[config.mk]
export PLATFORM = sky130hd
export DESIGN_NAME = onehot_addr_guard
export DESIGN_NICKNAME = d
export VERILOG_FILES = /design/src/rtl/onehot_addr_guard.sv
export SDC_FILE = /design/constraint.sdc
export NUM_CORES = 1
export LEC_CHECK = 0
export ABC_CLOCK_PERIOD_IN_PS = 2300
export BUFFER_PORTS_ARGS = -buffer_cell sky130_fd_sc_hd__buf_2
export CAP_MARGIN = 20
export CORE_UTILIZATION = 38
export DETAILED_ROUTE_END_ITERATION = 8
export HOLD_SLACK_MARGIN = 0.05
export PLACE_DENSITY = 0.82
export SLEW_MARGIN = 20
export SYNTH_ARGS = -nofsm -noshare
export SYNTH_HDL_FRONTEND = slang
export SYNTH_SLANG_ARGS = --single-unit
[constraint.sdc]
create_clock -name clk_i -period 2.3 [get_ports clk_i]
set_clock_uncertainty 0.1 [all_clocks]
set_input_delay 0.115 -clock clk_i [delete_from_list [all_inputs] [get_ports clk_i]]
set_output_delay 0.115 -clock clk_i [all_outputs]
set_load 0.03 [all_outputs]
[src/rtl/onehot_addr_guard.sv]
// Hardened one-hot address path: binary-to-one-hot encoder, a protected buffer stage,
// and an independent checker that flags multi-hot, enable and address inconsistencies.

module onehot_addr_guard_buf #(
    parameter int Width = 32
) (
    input  logic [Width-1:0] in_i,
    output logic [Width-1:0] out_o
);

    // Kept as a distinct net so the encoder and checker cones cannot be merged
    (* keep = "true", dont_touch = "true" *) logic [Width-1:0] buf_net;

    assign buf_net = in_i;
    assign out_o   = buf_net;

endmodule

module onehot_addr_guard #(
    parameter int AddrWidth   = 5,
    parameter int OneHotWidth = 2 ** AddrWidth,
    parameter bit AddrCheck   = 1'b1,
    parameter bit EnableCheck = 1'b1
) (
    input  logic                   clk_i,
    input  logic                   rst_i,
    input  logic [AddrWidth-1:0]   addr_i,
    input  logic                   en_i,
    output logic [OneHotWidth-1:0] oh_o,
    output logic [OneHotWidth-1:0] oh_buf_o,
    input  logic [OneHotWidth-1:0] oh_i,
    output logic                   err_o,
    output logic                   err_sticky_o
);

    localparam logic [AddrWidth:0] NumLines = (AddrWidth + 1)'(OneHotWidth);

    logic [OneHotWidth-1:0] oh_enc;
    logic                   addr_in_range;
    logic                   onehot_err;
    logic                   enable_err;
    logic                   addr_err;
    logic                   addr_hit;
    logic                   seen_set;
    logic                   err_sticky_d;
    logic                   err_sticky_q;

    assign addr_in_range = ({1'b0, addr_i} < NumLines);

    always_comb begin
        oh_enc = '0;
        for (int k = 0; k < OneHotWidth; k++) begin
            if (en_i && (addr_i == AddrWidth'(k))) begin
                oh_enc[k] = 1'b1;
            end
        end
    end

    assign oh_o = oh_enc;

    (* keep_hierarchy = "yes", dont_touch = "true" *)
    onehot_addr_guard_buf #(
        .Width (OneHotWidth)
    ) u_buf (
        .in_i  (oh_enc),
        .out_o (oh_buf_o)
    );

    // The checker only looks at oh_i, never at the encoder, so it stays independent
    always_comb begin
        onehot_err = 1'b0;
        seen_set   = 1'b0;
        addr_hit   = 1'b0;
        for (int k = 0; k < OneHotWidth; k++) begin
            if (oh_i[k] && seen_set) begin
                onehot_err = 1'b1;
            end
            if (oh_i[k]) begin
                seen_set = 1'b1;
            end
            if (oh_i[k] && (addr_i == AddrWidth'(k))) begin
                addr_hit = 1'b1;
            end
        end
    end

    always_comb begin
        enable_err = 1'b0;
        addr_err   = 1'b0;
        if (EnableCheck) begin
            enable_err = (en_i && !(|oh_i)) || (!en_i && (|oh_i));
        end
        if (AddrCheck) begin
            addr_err = en_i && (!addr_in_range || !addr_hit);
        end
    end

    assign err_o        = onehot_err | enable_err | addr_err;
    assign err_sticky_d = err_sticky_q | err_o;

    always_ff @(posedge clk_i or posedge rst_i) begin
        if (rst_i) begin
            err_sticky_q <= 1'b0;
        end else begin
            err_sticky_q <= err_sticky_d;
        end
    end

    assign err_sticky_o = err_sticky_q;

endmodule

==> results of run 1 <==
## power groups by stage
stage          registers (W)  clock network (W)  logic [W]
6_report           0.0000179                  0   0.000240
5_1_grt            0.0000179                  0   0.000261
4_1_cts            0.0000179                  0   0.000235
3_5_place_dp       0.0000179                  0   0.000229
3_3_place_gp       0.0000179                  0   0.000225
2_1_floorplan      0.0000179                  0   0.000128
## metal layers
metal  up-vias  track usage [%]
met5         -                0
met4         0             3.32
met3         6             2.16
met2       115             47.9
met1       848             29.2
li1        899                -
## cells in the final DEF, fill, tap and decap left out, types with 2 or more instances in the layout
cell type,n
buf_2,101
nor2_1,43
buf_4,22
nand2_1,12
a21oi_1,8
o21ai_0,7
nand3_1,7
inv_1,5
nor2b_1,5
a31oi_1,5
nand3b_1,5
nor3_1,5
a211oi_1,4
nor4_1,4
buf_6,4
o32ai_1,3
nor3b_1,3
nand4_1,3
a221oi_1,3
or4_4,3
nand4b_1,3
maj3_1,3
or2_2,2
nand2b_1,2
and3_1,2
o21a_1,2
mux2i_1,2
or4_1,2
nor3_4,2
a211oi_2,2
## worst paths after layout
path | slack [ns] | endpoint | cells after the start
min in group asynchronous | 0.40 | err_sticky_o | 3
hold reg to reg | 0.36 | err_sticky_o | 1
setup / recovery | -0.27 | err_o | 9
hold / removal | 0.36 | err_sticky_o | 1
max in group asynchronous | 1.61 | err_sticky_o | 3
setup reg to reg | 1.57 | err_sticky_o | 1
## final cells by class
cell class / count / area [µm²] / share of cell area [%]
Inverter: 5 / 18.8 / 1.04
Multi-Input combinational cell: 159 / 975 / 54.2
Sequential cell: 1 / 25.0 / 1.39
Tap cell: 44 / 55.1 / 3.06
Timing Repair Buffer: 128 / 726 / 40.3
## stage by stage
step                setup WS [ns]  std cells
floorplan                 -0.0100        209
global route               -0.314        337
global placement           -0.269        335
CTS                        -0.277        337
finish                     -0.272        337
detailed placement         -0.330        335
## timing repair
item	4_1_cts	5_1_grt
gates resized for setup	6	3
hold buffers	1	0
buffers inserted	1	0
pin swaps	7	3
setup endpoints to repair	2	2
endpoints found under the hold margin	1	0
==> impl_metrics.tcl, run 1 <==
set metrics [dict create \
    io_pins 106 \
    detail_route.iter0.violations 103 \
    dr_wl_met2_um 2360 \
    violations "negative setup slack" \
    synthToLayoutAreaGrowth_pct 40.6 \
    grt_pass1_vias 1572 \
    cp_slowest_stage_delay_ns 0.62 \
    critPathRequiredTime_ns 2.09 \
    power_w 0.000258 \
    max_slew_margin_pct 71.6 \
    power.density_nw_per_um2 143 \
    cp_max_fo 5 \
    place_congestion 0.895 \
    netlist_instances 209 \
    die-width_um 60.0 \
    drive_above_1_share_pct 47.8 \
    timing.fmax_mhz 389 \
    vdd_drop_max_uv 75.8 \
    fp-row-count 20 \
    worstPathArrival_ns 2.36 \
    maxCapViolCount 0 \
    die_h_um 60.0 \
    top_layer_used "met4" \
    fin_crit_ns 2.57 \
    fin_ws_ns -0.272 \
    vias 1868 \
    cp_top_family "simple AND/OR/NAND/NOR gates" \
    outcome "finished, violations left" \
    wl_met1_um 1790 \
    crit_start "oh_i[5]" \
    p_sw_share_pct 54.9 \
    start_util_pct 40.9 \
    syn_nets 249 \
    path_clk_slew_ns 0 \
    cp_num_buf_inv 2 \
    combinationalPowerShare_pct 93.1 \
    dr.pass1.iters 5 \
    fin_tns_setup_ns -0.454 \
    grt_max_degree 24 \
    met3_length_um 440 \
    seq_power_share_pct 6.9 \
    clock_latency_ns 0 \
    grt_usage_pct 24.6 \
    hp-start "err_sticky_o" \
    dieArea_um2 3600 \
    setup_violations 2 \
    antenna_found_initial 0 \
    reg2reg_from "err_sticky_o" \
    power_switching_w 0.000142 \
    coreArea_um2 3130 \
    final_max_slew_viol_count 0 \
    routed_wl_um 4630 \
    finalCoreUtilization_pct 57.5 \
    grt_pass1_wl_um 6910 \
    clkPwrFrac_pct 0 \
    stdcell_area_um2 1800 \
    cp_cell_sequence "buf_6 > or4_4 > or4_4 > o21a_1 > a211oi_2 > nand4b_1 > a211oi_2 > nand2_2 > buf_6" \
    rsz0062_at_grt "true" \
    gr-total-overflow 0 \
    cpMaxStageDelayCell "or4_4" \
    intPower_w 0.000116 \
    drc 0 \
    antenna_cells 0 \
    routedWlPerCell_um 13.7 \
    cp-end-kind "output pin" \
    hold_path.class "flip-flop to flip-flop" \
    critPathLaunchType "input pin" \
    ant_nets 0 \
    post-route-period-util_pct 112 \
    dpl_cell_area_um2 1730 \
    leakage_nw 0.924 \
    ys_warn_count 0 \
    fin_nets 335 \
    syn_area_per_cell_um2 6.12 \
    dpl.hpwl_um 3820 \
    largest_reg_flops 1 \
    viasPerCell 5.54 \
    crit_type "input pin to output pin" \
    holdWs_ns 0.356 \
    syn_area_um2 1280 \
    portBuffers 105 \
    fillCellCount 324 \
    tightest_slew_ns 0.422 \
    finalHoldViolations 0 \
]
Power figures use the tool's default switching activity.
==> run 2: changes to the inputs <==
--- a/config.mk
+++ b/config.mk
@@ -5,10 +5,11 @@
 export SDC_FILE = /design/constraint.sdc
 export NUM_CORES = 1
 export LEC_CHECK = 0
+export ABC_AREA = 1
 export ABC_CLOCK_PERIOD_IN_PS = 2300
 export BUFFER_PORTS_ARGS = -buffer_cell sky130_fd_sc_hd__buf_2
 export CAP_MARGIN = 20
-export CORE_UTILIZATION = 38
+export CORE_UTILIZATION = 40
 export DETAILED_ROUTE_END_ITERATION = 8
 export HOLD_SLACK_MARGIN = 0.05
 export PLACE_DENSITY = 0.82
==> run 2 against run 1 <==
The flow now finishes without violations. Hold slack better by 0.020 ns. Critical path depth up 5. Power down 2.3%. Area after synthesis up 17%. Global-route usage down 1.9 points. Via count up 16%. First-iteration DRC count up 49%. Die area up 11%. Worst setup slack better by 0.55 ns. Combinational power down 3%. Core utilization down 3.5 points. Wire length up 2.3%.
==> impl_metrics.tcl, run 2 <==
set metrics [dict create \
    clock_latency_ns 0 \
    gr-total-overflow 0 \
    dp_slack_ns 0.307 \
    max_slew_margin_pct 73.0 \
    place_congestion 1.02 \
    coreArea_um2 3470 \
    holdWs_ns 0.376 \
    grt_usage_pct 22.6 \
    setup_violations 0 \
    syn_area_um2 1500 \
    syn_nets 332 \
    crit_type "input pin to output pin" \
    antenna_cells 0 \
    ys_warn_count 0 \
    multi_input_area_um2 1060 \
    timing.fmax_mhz 494 \
    cp-end-kind "output pin" \
    grt_pass1_wl_um 7620 \
    critPathRequiredTime_ns 2.09 \
    tightest_slew_ns 0.402 \
    io_pins 106 \
    cp_slowest_stage_delay_ns 0.35 \
    start_util_pct 43.2 \
    drive_above_1_share_pct 36.3 \
    cp_max_fo 9 \
    antenna_found_initial 0 \
    syn_area_per_cell_um2 5.13 \
    synthToLayoutAreaGrowth_pct 25.0 \
    fillCellCount 373 \
    reg2reg_depth 2 \
    dpl.hpwl_um 3990 \
    fin_nets 406 \
    path_clk_slew_ns 0 \
    maxCapViolCount 0 \
    power.density_nw_per_um2 135 \
    finalHoldViolations 0 \
    ant_nets 0 \
    grt_pass1_vias 1699 \
    most-common-layout-cells "buf_2 (105), nor2_1 (63), nand2_1 (39), nand3_1 (37), nand4_1 (33)" \
    vdd_drop_max_uv 64.6 \
    viasPerCell 5.27 \
    vias 2161 \
    post-route-period-util_pct 88.0 \
    cpMaxStageDelayCell "nor2_2" \
    dieArea_um2 4000 \
    hold_path.class "input pin to flip-flop" \
    cp_cell_sequence "buf_2 > nor2_2 > nand3_1 > o21ai_0 > nor2_1 > nand2_1 > nor2_1 > nand3_1 > nand3_1 > nor2_1 > nand4_1 > nor2_1 > nand3_1 > buf_2" \
    portBuffers 105 \
    routedWlPerCell_um 11.6 \
    fin_tns_setup_ns 0 \
    whs_path_depth 5 \
    regArea_um2 25.0 \
    outcome "finished clean" \
    rsz0062_at_grt "false" \
    postCtsSetupBuffers 0 \
    fin_ws_ns 0.276 \
    grt_max_degree 33 \
    dr.pass1.iters 4 \
    die_h_um 63.2 \
    final_common_cell "buf_2" \
    detail_route.iter0.violations 153 \
    leakage_nw 1.09 \
    fin_crit_ns 2.02 \
    routed_wl_um 4740 \
    worstPathArrival_ns 1.81 \
    critPathLaunchType "input pin" \
    final_max_slew_viol_count 0 \
    fp-row-count 21 \
    netlist_instances 292 \
    largest_reg_flops 1 \
    drc 0 \
    die-width_um 63.2 \
]
## run 2: final cells by class
type                    count  area share [%]
repair buffers            116            32.6
multi-input cells         216            56.8
well taps                  46            3.07
flip-flops and latches      1            1.34
inverters                  31            6.21
## run 2: per-layer routing
metal | global-route usage, % | part of all wire [%] | vias up | wire length [µm]
met5 | 0 | 0 | - | 0
met4 | 0.852 | 0.36 | 0 | 17
met3 | 0 | 7.2 | 2 | 342
met2 | 39.7 | 48 | 111 | 2250
met1 | 32.5 | 45 | 947 | 2130
li1 | - | - | 1101 | -
## run 2: per-stage QoR
stage	utilization [%]	instance area (µm²)	cells	total power, W
3_5_place_dp	53.7	1860	409	0.000247
5_1_grt	54.0	1870	410	0.000275
2_1_floorplan	-	1500	292	0.000158
4_1_cts	54.0	1870	410	0.000249
3_3_place_gp	53.7	1860	409	0.000244
6_report	54.0	1870	410	0.000252
## run 2: worst paths after layout
path / slack, ns / startpoint / to
hold reg to reg: 0.38 / err_sticky_o / err_sticky_o
setup reg to reg: 1.58 / err_sticky_o / err_sticky_o
min in group asynchronous: 0.42 / rst_i / err_sticky_o
setup / recovery: 0.28 / addr_i[2] / err_o
max in group asynchronous: 1.58 / rst_i / err_sticky_o
hold / removal: 0.38 / oh_i[25] / err_sticky_o
## run 2: critical path: cells and delay by family
family	cells	cell delay [ns]
AND/OR/NAND/NOR	11	1.20
buffers and inverters	2	0.31
AO/OA/AOI/OAI	1	0.18
## run 2: report_power, final
part | switching [W] | total (W) | internal, W
Sequential | 0 | 0.0000179 | 0.0000179
Clock | 0 | 0 | 0
Combinational | 0.000159 | 0.000234 | 0.0000751
Total | 0.000159 | 0.000252 | 0.0000930
## run 2: what timing repair did
item / CTS / global route
hold buffers: 1 / 0
endpoints found under the hold margin: 1 / 0
gates resized for setup: 0 / 0
